$ cat src/rtl/pc_gen_pkg.sv
// Shared definitions for the next-PC generator: redirect-source priority encoding,
// FSM state encoding and default geometry constants.
package pc_gen_pkg;

    localparam int DEF_ADDR_W = 32;
    localparam int DEF_INC    = 4;

    // Numeric order is the redirect priority: a larger value wins.
    typedef enum logic [2:0] {
        SRC_NONE   = 3'd0,
        SRC_SEQ    = 3'd1,
        SRC_HELD   = 3'd2,
        SRC_RET    = 3'd3,
        SRC_JUMP   = 3'd4,
        SRC_BRANCH = 3'd5,
        SRC_EXC    = 3'd6
    } src_e;

    typedef enum logic {
        ST_RUN  = 1'b0,
        ST_HOLD = 1'b1
    } state_e;

endpackage

$ cat src/rtl/pc_gen_ras.sv
// Circular return-address stack: push overwrites the oldest entry when full,
// push+pop replaces the top in place, flush empties it in one cycle.
module pc_gen_ras
    import pc_gen_pkg::*;
#(
    parameter int ADDR_W = DEF_ADDR_W,
    parameter int DEPTH  = 4
) (
    input  logic              clk,
    input  logic              rst_n,
    input  logic              push,
    input  logic              pop,
    input  logic              flush,
    input  logic [ADDR_W-1:0] push_data,
    output logic [ADDR_W-1:0] top,
    output logic              empty
);

    localparam int PTR_W = $clog2(DEPTH);
    localparam logic [PTR_W:0] FULL_CNT = (PTR_W + 1)'(DEPTH);

    logic [ADDR_W-1:0] mem [DEPTH];
    logic [PTR_W-1:0]  wr_ptr_reg;
    logic [PTR_W-1:0]  top_ptr;
    logic [PTR_W:0]    count_reg;

    assign top_ptr = wr_ptr_reg - PTR_W'(1);
    assign top     = mem[top_ptr];
    assign empty   = (count_reg == '0);

    // Storage carries no reset; the count alone decides which entries are live.
    always_ff @(posedge clk) begin
        if (push && !flush) begin
            mem[pop ? top_ptr : wr_ptr_reg] <= push_data;
        end
    end

    always_ff @(posedge clk or negedge rst_n) begin
        if (!rst_n) begin
            wr_ptr_reg <= '0;
            count_reg  <= '0;
        end else if (flush) begin
            count_reg <= '0;
        end else if (push && !pop) begin
            wr_ptr_reg <= wr_ptr_reg + PTR_W'(1);
            if (count_reg != FULL_CNT) begin
                count_reg <= count_reg + (PTR_W + 1)'(1);
            end
        end else if (pop && !push) begin
            wr_ptr_reg <= top_ptr;
            count_reg  <= count_reg - (PTR_W + 1)'(1);
        end
    end

endmodule

$ cat src/rtl/pc_gen_unit.sv
// IF-stage next-PC generator with prioritised redirects held across stalls.
// Define PC_GEN_RAS_EN to add return-address-stack prediction for ret_valid.
module pc_gen_unit
    import pc_gen_pkg::*;
#(
    parameter int                ADDR_W    = DEF_ADDR_W,
    parameter logic [ADDR_W-1:0] RESET_VEC = '0,
    parameter int                INC       = DEF_INC,
    parameter int                RAS_DEPTH = 4
) (
    input  logic              clk,
    input  logic              rst_n,
    input  logic              pc_write,
    input  logic              exc_valid,
    input  logic [ADDR_W-1:0] exc_pc,
    input  logic              branch_valid,
    input  logic [ADDR_W-1:0] branch_pc,
    input  logic              jump_valid,
    input  logic [ADDR_W-1:0] jump_pc,
    input  logic              call_valid,
    input  logic [ADDR_W-1:0] call_ret_pc,
    input  logic              ret_valid,
    output logic [ADDR_W-1:0] pc,
    output logic [ADDR_W-1:0] pc_plus_inc,
    output logic              redirect_pend,
    output logic              ras_empty,
    output logic              ras_underflow
);

    state_e            state_reg, state_next;
    src_e              held_src_reg, held_src_next;
    logic [ADDR_W-1:0] held_pc_reg, held_pc_next;
    logic [ADDR_W-1:0] pc_reg, pc_next;
    src_e              fresh_src;
    logic [ADDR_W-1:0] fresh_pc;
    logic              fresh_wins;
    logic              exc_taken;
    logic              ret_taken;
    logic              ras_empty_int;
    logic [ADDR_W-1:0] ras_top;

    function automatic logic [ADDR_W-1:0] align(input logic [ADDR_W-1:0] addr);
        return {addr[ADDR_W-1:2], 2'b00};
    endfunction

    assign pc            = pc_reg;
    assign pc_plus_inc   = pc_reg + ADDR_W'(INC);
    assign redirect_pend = (state_reg == ST_HOLD);

    always_comb begin
        fresh_src = SRC_NONE;
        fresh_pc  = '0;
        if (exc_valid) begin
            fresh_src = SRC_EXC;
            fresh_pc  = align(exc_pc);
        end else if (branch_valid) begin
            fresh_src = SRC_BRANCH;
            fresh_pc  = align(branch_pc);
        end else if (jump_valid) begin
            fresh_src = SRC_JUMP;
            fresh_pc  = align(jump_pc);
        end else if (ret_valid && !ras_empty_int) begin
            fresh_src = SRC_RET;
            fresh_pc  = align(ras_top);
        end
    end

    // In HOLD only a strictly higher-priority source may displace the held one.
    assign fresh_wins = (fresh_src != SRC_NONE) &&
                        ((state_reg == ST_RUN) || (fresh_src > held_src_reg));
    assign exc_taken  = fresh_wins && (fresh_src == SRC_EXC);
    assign ret_taken  = fresh_wins && (fresh_src == SRC_RET);

    always_comb begin
        state_next    = state_reg;
        held_src_next = held_src_reg;
        held_pc_next  = held_pc_reg;
        pc_next       = pc_reg;
        case (state_reg)
            ST_RUN: begin
                if (pc_write) begin
                    pc_next = fresh_wins ? fresh_pc : pc_plus_inc;
                end else if (fresh_wins) begin
                    state_next    = ST_HOLD;
                    held_src_next = fresh_src;
                    held_pc_next  = fresh_pc;
                end
            end
            ST_HOLD: begin
                if (pc_write) begin
                    pc_next       = fresh_wins ? fresh_pc : held_pc_reg;
                    state_next    = ST_RUN;
                    held_src_next = SRC_NONE;
                end else if (fresh_wins) begin
                    held_src_next = fresh_src;
                    held_pc_next  = fresh_pc;
                end
            end
            default: begin
                state_next    = ST_RUN;
                held_src_next = SRC_NONE;
            end
        endcase
    end

    always_ff @(posedge clk or negedge rst_n) begin
        if (!rst_n) begin
            state_reg    <= ST_RUN;
            held_src_reg <= SRC_NONE;
            held_pc_reg  <= '0;
            pc_reg       <= RESET_VEC;
        end else begin
            state_reg    <= state_next;
            held_src_reg <= held_src_next;
            held_pc_reg  <= held_pc_next;
            pc_reg       <= pc_next;
        end
    end

`ifdef PC_GEN_RAS_EN
    logic ret_empty_hit;
    logic underflow_reg;

    // A ret that would have won arbitration in RUN but finds the stack empty.
    assign ret_empty_hit = ret_valid && !exc_valid && !branch_valid && !jump_valid &&
                           ras_empty_int && (state_reg == ST_RUN);

    pc_gen_ras #(
        .ADDR_W (ADDR_W),
        .DEPTH  (RAS_DEPTH)
    ) u_ras (
        .clk       (clk),
        .rst_n     (rst_n),
        .push      (call_valid && pc_write && !exc_taken),
        .pop       (ret_taken),
        .flush     (exc_taken),
        .push_data (call_ret_pc),
        .top       (ras_top),
        .empty     (ras_empty_int)
    );

    always_ff @(posedge clk or negedge rst_n) begin
        if (!rst_n) begin
            underflow_reg <= 1'b0;
        end else begin
            underflow_reg <= ret_empty_hit;
        end
    end

    assign ras_empty     = ras_empty_int;
    assign ras_underflow = underflow_reg;
`else
    logic unused_ras_inputs;

    assign ras_empty_int     = 1'b1;
    assign ras_top           = '0;
    assign ras_empty         = 1'b1;
    assign ras_underflow     = 1'b0;
    assign unused_ras_inputs = ^{call_valid, call_ret_pc, ret_taken};
`endif

endmodule

$ cat config.mk
export PLATFORM = sky130hd
export DESIGN_NAME = pc_gen_unit
export DESIGN_NICKNAME = d
export VERILOG_FILES = /design/src/rtl/pc_gen_pkg.sv /design/src/rtl/pc_gen_ras.sv /design/src/rtl/pc_gen_unit.sv
export SDC_FILE = /design/constraint.sdc
export NUM_CORES = 1
export LEC_CHECK = 0
export ABC_AREA = 0
export CAP_MARGIN = 20
export CORE_UTILIZATION = 44
export CTS_BUF_LIST = sky130_fd_sc_hd__clkbuf_4 sky130_fd_sc_hd__clkbuf_8
export DETAILED_ROUTE_END_ITERATION = 7
export PLACE_DENSITY = 0.93
export SYNTH_ARGS = -nofsm -noshare
export SYNTH_HDL_FRONTEND = slang
export SYNTH_SLANG_ARGS = --single-unit
$ cat constraint.sdc
create_clock -name clk -period 2.7 [get_ports clk]
set_input_delay 0.405 -clock clk [delete_from_list [all_inputs] [get_ports clk]]
set_output_delay 0.405 -clock clk [all_outputs]
set_load 0.05 [all_outputs]
Word level (Yosys, flattened, before mapping)
Cells that the tools add are included.
{"block": "word_totals", "memories": 0, "rom_bits": 0, "latch_bits": 0, "out_inout_bits": 67, "ff_bits": 68, "mem_bits_rw": 0, "inputBits": 136, "word_cells": 34}
{"block": "classes", "n_lt_le_gt_ge": 1, "mux": 20, "add_sub_neg": 1, "bitwise": 1, "multipliers": 0, "reduce_logical": 4, "eq_ne": 3, "n_div": 0, "shifts": 0}
{"operator": "2-to-1 mux 32 bit", "count": 8}
{"operator": "case mux 32 bit (2 select lines)", "count": 1}
{"operator": "adder 32 x 3 -> 32 bit (second input constant)", "count": 1}
{"operator": "2-to-1 mux 3 bit", "count": 6}
{"operator": "!= test 2 bit (second input constant)", "count": 3}
{"operator": "case mux 3 bit (2 select lines)", "count": 1}
{"operator": "> comparator 3 bit", "count": 1}
{"operator": "2-to-1 mux 1 bit", "count": 3}
{"operator": "nonzero test 3 bit", "count": 1}
{"operator": "case mux 1 bit (2 select lines)", "count": 1}
{"operator": "AND reduction 2 bit", "count": 1}
{"operator": "logical AND 1 bit", "count": 1}
{"operator": "logical OR 1 bit", "count": 1}
{"operator": "inverter 1 bit", "count": 1}

Longest topological paths before layout
Gate-level depths: netlist (run 1).
{"block": "logic_depth", "word_depth": 9, "mapped_depth": 11, "mapped_depth_nobuf": 8}

Worst setup path before layout (run 1)
OpenSTA, ideal clock, no wires.
{"block": "synth_timing", "path_kind": "reg-to-output", "startpoint": "register pc_reg[3], in the netlist pc[3]", "endpoint": "output pc_plus_inc[26]", "stages_incl_launch_ff": 6, "path_slack_ns": -0.298, "required_ns": 2.295, "t_arrival_ns": 2.593, "cell_sequence": "dfrtp_1 -> ha_1 -> nand4_1 -> or2_2 -> nor4_4 -> xor2_1"}
{"block": "synth_between", "elab_chain_cells": 1}
{"element": "from (decl)", "line": "pc_gen_unit.sv:33", "text": "logic [ADDR_W-1:0] pc_reg, pc_next;"}
{"element": "from (signal assigned)", "line": "pc_gen_unit.sv:116", "text": "pc_reg <= pc_next;"}
{"element": "adder 32 x 3 -> 32 bit", "line": "pc_gen_unit.sv:47", "text": "assign pc_plus_inc = pc_reg + ADDR_W'(INC);"}
{"element": "to (decl)", "line": "pc_gen_unit.sv:24", "text": "output logic [ADDR_W-1:0] pc_plus_inc,"}
No other way between the ends.

Worst setup path after layout (run 1)
{"block": "layout_timing", "startpoint": "register pc_reg[2], in the netlist pc[2]", "endpoint": "output pc_plus_inc[30]"}
The elaborated chain is that of the path after synthesis.

==> flow_summary.toml, run 1 <==
[outcome]
status = "finished, violations left"
violations = "setup timing"

[timing]
rsz0062_at_grt = "yes"
relSlewSlack_pct = 50.18
worst_clock_skew_ns = 0.01197
hold_ws_ns = 0.1110
hold_viol_final = 0
slew_violations = 0
worst_pin_slew_ns = 0.7473
fin_ws_ns = -0.02294
fin_crit_ns = 2.723
clock.fmax_mhz = 367.3
finalCritPeriodShare_pct = 100.8
final-setup-viol-count = 1

[clock_network]
htreeDepth = 3
clkSinkCount = 68
cts_tree = "built"
cts_buffers = 9
clock_path_buffers = 2
clock-root-buffer = "clkbuf_8"
cts_hold_buffers = 0
clkTransAtPathRegs_ns = 0.08
clock_latency_ns = 0.35

[critical_path]
worstRegToRegCells = 6
cp-end-kind = "primary output"
crit_arrival_ns = 2.32
critPathLaunchType = "flip-flop"
crit_type = "flip-flop to primary output"
crit_path_max_fanout = 4
r2r_end = "pc[28]"
r2r-start = "pc[2]"
cp.required_ns = 2.30
r2r_slack_ns = 0.48

[floorplanning]
start_util_pct = 45.33
ios = 203
rows = 37
die_area_um2 = 11050
die_y_um = 105.1
die-width_um = 105.1
core_area_um2 = 10320

[power_and_ir_drop]
powerDensity_nw_per_um2 = 740.5
peakVddDrop_mv = 0.5150
p_leak_uw = 0.003023
finalPower_uw = 5361

[synthesis]
syn_area_um2 = 4679
synth_area_leaders = "dfrtp_1, o21ai_0, nand2_1, mux2_2, a221o_1"
yosys.area.top_type = "dfrtp_1"
post-synth-top-count-cell = "dfrtp_1"
syn_inst = 529
syn_nets = 669
async_reset_ff_share_pct = 100.0
synth-edff-count = 0
syn_area_per_cell_um2 = 8.846
ys_types = 57
synth_ff_type = "dfrtp_1"
synth_top_area_share_pct = 36.36
yosysSeqAreaShare_pct = 36.36
yosysWarnings = 0
synth_common_cells = "dfrtp_1, o21ai_0, nand2_1"
synth_seq_cells = 68

[place]
port_buffers = 160
place.gp.congestion = 0.9271
post-place-ws_ns = -0.2262
dpl.hpwl_mm = 11.49
placedInstanceArea_um2 = 6789

[worst_hold_path]
hp-class = "input port to async pin"

[global_route]
grt_max_degree = 52
grt_use_total_pct = 27.98
grt_overflow = 0
antenna_found_initial = 0
grt_pass1_wl_mm = 24.43
grt_pass1_vias = 5015

[route]
ant_nets = 0
avgRoutedWirePerCell_um = 18.63
first_iter_violations = 376
vias = 5125
drcViolationCount = 0
wirelength_mm = 15.80
vias_per_cell = 6.044
firstDrtPassIters = 5

[finish]
fillers = 719
nNetsFinal = 847
antenna_cells = 0
post_route_cells_drive_above_1_share_pct = 24.02
final_core_util_pct = 70.12
synthToLayoutAreaGrowth_pct = 54.71
design_area_um2 = 7239

[flow_run]
max_cap_violations = 0
-- metrics by stage --
step	cells	setup TNS (ns)
finish	848	-0.02294
global route	848	-0.1568
floorplan	529	0
CTS	841	-0.04929
detailed placement	817	-8.976
global placement	817	-2.332
-- placed cells by master, fill, tap and decap left out, types with 15 or more instances in the layout --
cell             Yosys  routed
o21ai_0             52      50
clkdlybuf4s50_1      0     132
buf_12               0      19
a22oi_1             15      15
a221o_1             17      17
inv_1               16      16
mux2i_1             15      15
mux2_2              16      16
dfrtp_1             68      56
nand2_1             50      50
buf_4                4      55
nor2_1              37      36
nand3_1             16      15
-- repair_timing --
item	in CTS	in global routing
buffers inserted	8	7
gates resized for setup	20	18
pin swaps	4	9
setup endpoints to repair	13	22
-- cell type report --
class                           instances  area, um^2  share of cell area, %
Sequential cell                        68        1717                  23.71
Inverter                               17       63.81                 0.8814
Clock buffer                           15       187.7                  2.592
Tap cell                              136       170.2                  2.350
Clock inverter                          1       5.005                0.06913
Timing Repair Buffer                  212        2185                  30.18
Multi-Input combinational cell        399        2912                  40.22
-- routing by layer --
metal	part of all wire [%]	track usage [%]
met5	0	0
met2	51	49.24
met1	39	33.55
met3	7.1	5.552
met4	2.6	10.76
-- logic make-up after synthesis --
family                   share of synthesized area (%)
buffers and inverters                            5.454
multiplexers                                     8.021
AND/OR/NAND/NOR                                  20.80
AO/OA/AOI/OAI                                    23.82
XOR/XNOR                                         4.305
flip-flops                                       36.36
adder cells (fa/ha/maj)                          1.070
other                                           0.1605
-- worst max-delay path by stage --
stage                                  to  slack, ns         start  depth (start not counted)
after floorplan           pc_plus_inc[23]      0.001         pc[8]                          5
after global placement             pc[22]       -0.1  branch_valid                         10
after detailed placement           pc[22]      -0.23  branch_valid                         10
after CTS                 pc_plus_inc[30]      -0.04         pc[2]                          6
after global routing      pc_plus_inc[30]      -0.09         pc[2]                          6
final                     pc_plus_inc[30]      -0.02         pc[2]                          6
-- power breakdown --
part	switching, uW	internal (uW)
sequential	311	1270
clock	387	439
combinational	1690	1260
-- critical path, cell delays in order, from the launching register on --
cell     delay (ns)
dfrtp_2        0.42
ha_4           0.15
nand4_1        0.24
or4_4          0.56
o21a_1         0.21
or2_4          0.23
buf_8          0.15
Power figures use the tool's default switching activity.
==> inputs of run 2 (changes only) <==
PLACE_DENSITY = 0.83   (was 0.93)
==> flow_summary.toml, run 2 (same netlist as run 1, synthesis figures left out) <==
[finish]
nNetsFinal = 853
synthToLayoutAreaGrowth_pct = 56.18
antenna_cells = 0
final_cell_mix = "clkdlybuf4s50_1, dfrtp_1, buf_4"
final_common_cell = "clkdlybuf4s50_1"
post_route_cells_drive_above_1_share_pct = 25.21
design_area_um2 = 7308

[timing]
final-setup-viol-count = 2
hold_ws_ns = 0.09894
relSlewSlack_pct = 52.01
fin_ws_ns = -0.01969
worst_pin_slew_ns = 0.7199
slew_violations = 0
clock.fmax_mhz = 367.7
worst_clock_skew_ns = 0.008055
finalCritPeriodShare_pct = 100.7
rsz0062_at_grt = "yes"
fin_crit_ns = 2.720
hold_viol_final = 0

[critical_path]
slowest_stage = "or4_4"
critPathLaunchType = "flip-flop"
cp-end-kind = "primary output"
worstPathCellList = "ha_4 -> nand4_1 -> or4_4 -> o21a_1 -> or2_4 -> buf_8"
worstRegToRegCells = 10
crit_type = "flip-flop to primary output"
crit_arrival_ns = 2.31
crit_start = "pc[2]"
cpPeakStageDelay_ns = 0.56
cp.required_ns = 2.30
r2r-start = "pc[2]"
r2r_slack_ns = 0.44
r2r_end = "pc[29]"
crit_path_max_fanout = 4

[floorplanning]
rows = 37
ios = 203
die_area_um2 = 11050
die-width_um = 105.1
core_area_um2 = 10320
start_util_pct = 45.33
die_y_um = 105.1

[place]
dpl.hpwl_mm = 11.25
place.gp.congestion = 0.9241
placedInstanceArea_um2 = 6788
post-place-ws_ns = -0.1217
port_buffers = 160

[clock_network]
htreeDepth = 3
clock_latency_ns = 0.35
clkSinkCount = 68
clock_path_buffers = 2
cts_hold_buffers = 0
clock-root-buffer = "clkbuf_8"
clkTransAtPathRegs_ns = 0.08
cts_buffers = 9
cts_tree = "built"

[power_and_ir_drop]
powerDensity_nw_per_um2 = 733.8
p_leak_uw = 0.003056
peakVddDrop_mv = 0.4269

[route]
vias_per_cell = 5.948
avgRoutedWirePerCell_um = 18.81
first_iter_violations = 478
vias = 5080
wirelength_mm = 16.07
firstDrtPassIters = 4
ant_nets = 0
drcViolationCount = 0

[outcome]
violations = "setup timing"
status = "finished, violations left"

[flow_run]
max_cap_violations = 0

[global_route]
antenna_found_initial = 0
grt_pass1_wl_mm = 25.19
grt_overflow = 0
grt_use_total_pct = 29.05
grt_max_degree = 45
grt_pass1_vias = 5044

[worst_hold_path]
hp-class = "input port to async pin"
run 2: critical path, delay by kind of cell (launching register included):
family	cells	cell delay, ns
DFF	1	0.42
buffers and inverters	1	0.15
AOI/OAI and AO/OA	1	0.21
adders and majority gates	1	0.15
and+or+nand+nor	3	1.03
run 2: layout make-up:
| type | count | area [um^2] |
|---|---|---|
| multi-input combinational | 399 | 2923 |
| clock inverter | 2 | 10.01 |
| clock buffer | 14 | 173.9 |
| sequential | 68 | 1717 |
| tap | 136 | 170.2 |
| timing repair buffer | 218 | 2251 |
| inverter | 17 | 63.81 |
| fill | 730 | 3015 |
run 2: how the worst max path moves through the flow:
| stage | endpoint | slack [ns] | depth (start not counted) |
|---|---|---|---|
| floorplan | pc_plus_inc[23] | 0.001 | 5 |
| global placement | pc[22] | -0.06 | 10 |
| detailed placement | held_pc_reg[9] | -0.12 | 10 |
| CTS | pc_plus_inc[30] | -0.06 | 6 |
| global route | pc_plus_inc[30] | -0.06 | 6 |
| finish | pc_plus_inc[30] | -0.02 | 6 |
run 2: where the power goes:
part	leakage, uW	switching (uW)	total [uW]	internal, uW
logic	0.00214	1730	3010	1290
clock network	0.000101	384	796	412
registers	0.000818	283	1550	1270
run 2: what timing repair did:
item,CTS,global route
setup endpoints to repair,13,22
resized for setup,10,34
pin swaps,2,14
buffers inserted,12,9
run 2: through the flow:
step	TNS [ns]	instances	power (uW)	utilization [%]
2_1_floorplan	0	529	3211	-
3_3_place_gp	-0.9888	817	4282	65.75
3_5_place_dp	-3.645	817	4360	65.75
4_1_cts	-0.08817	845	5241	68.79
5_1_grt	-0.3688	854	5587	70.79
6_report	-0.03911	854	5363	70.79
run 2: routing by layer:
metal  part of all wire [%]  global-route usage (%)
met1                     40                   34.69
met2                     51                   50.52
met3                    6.7                   5.614
met4                    3.2                   13.08
met5                      0                       0
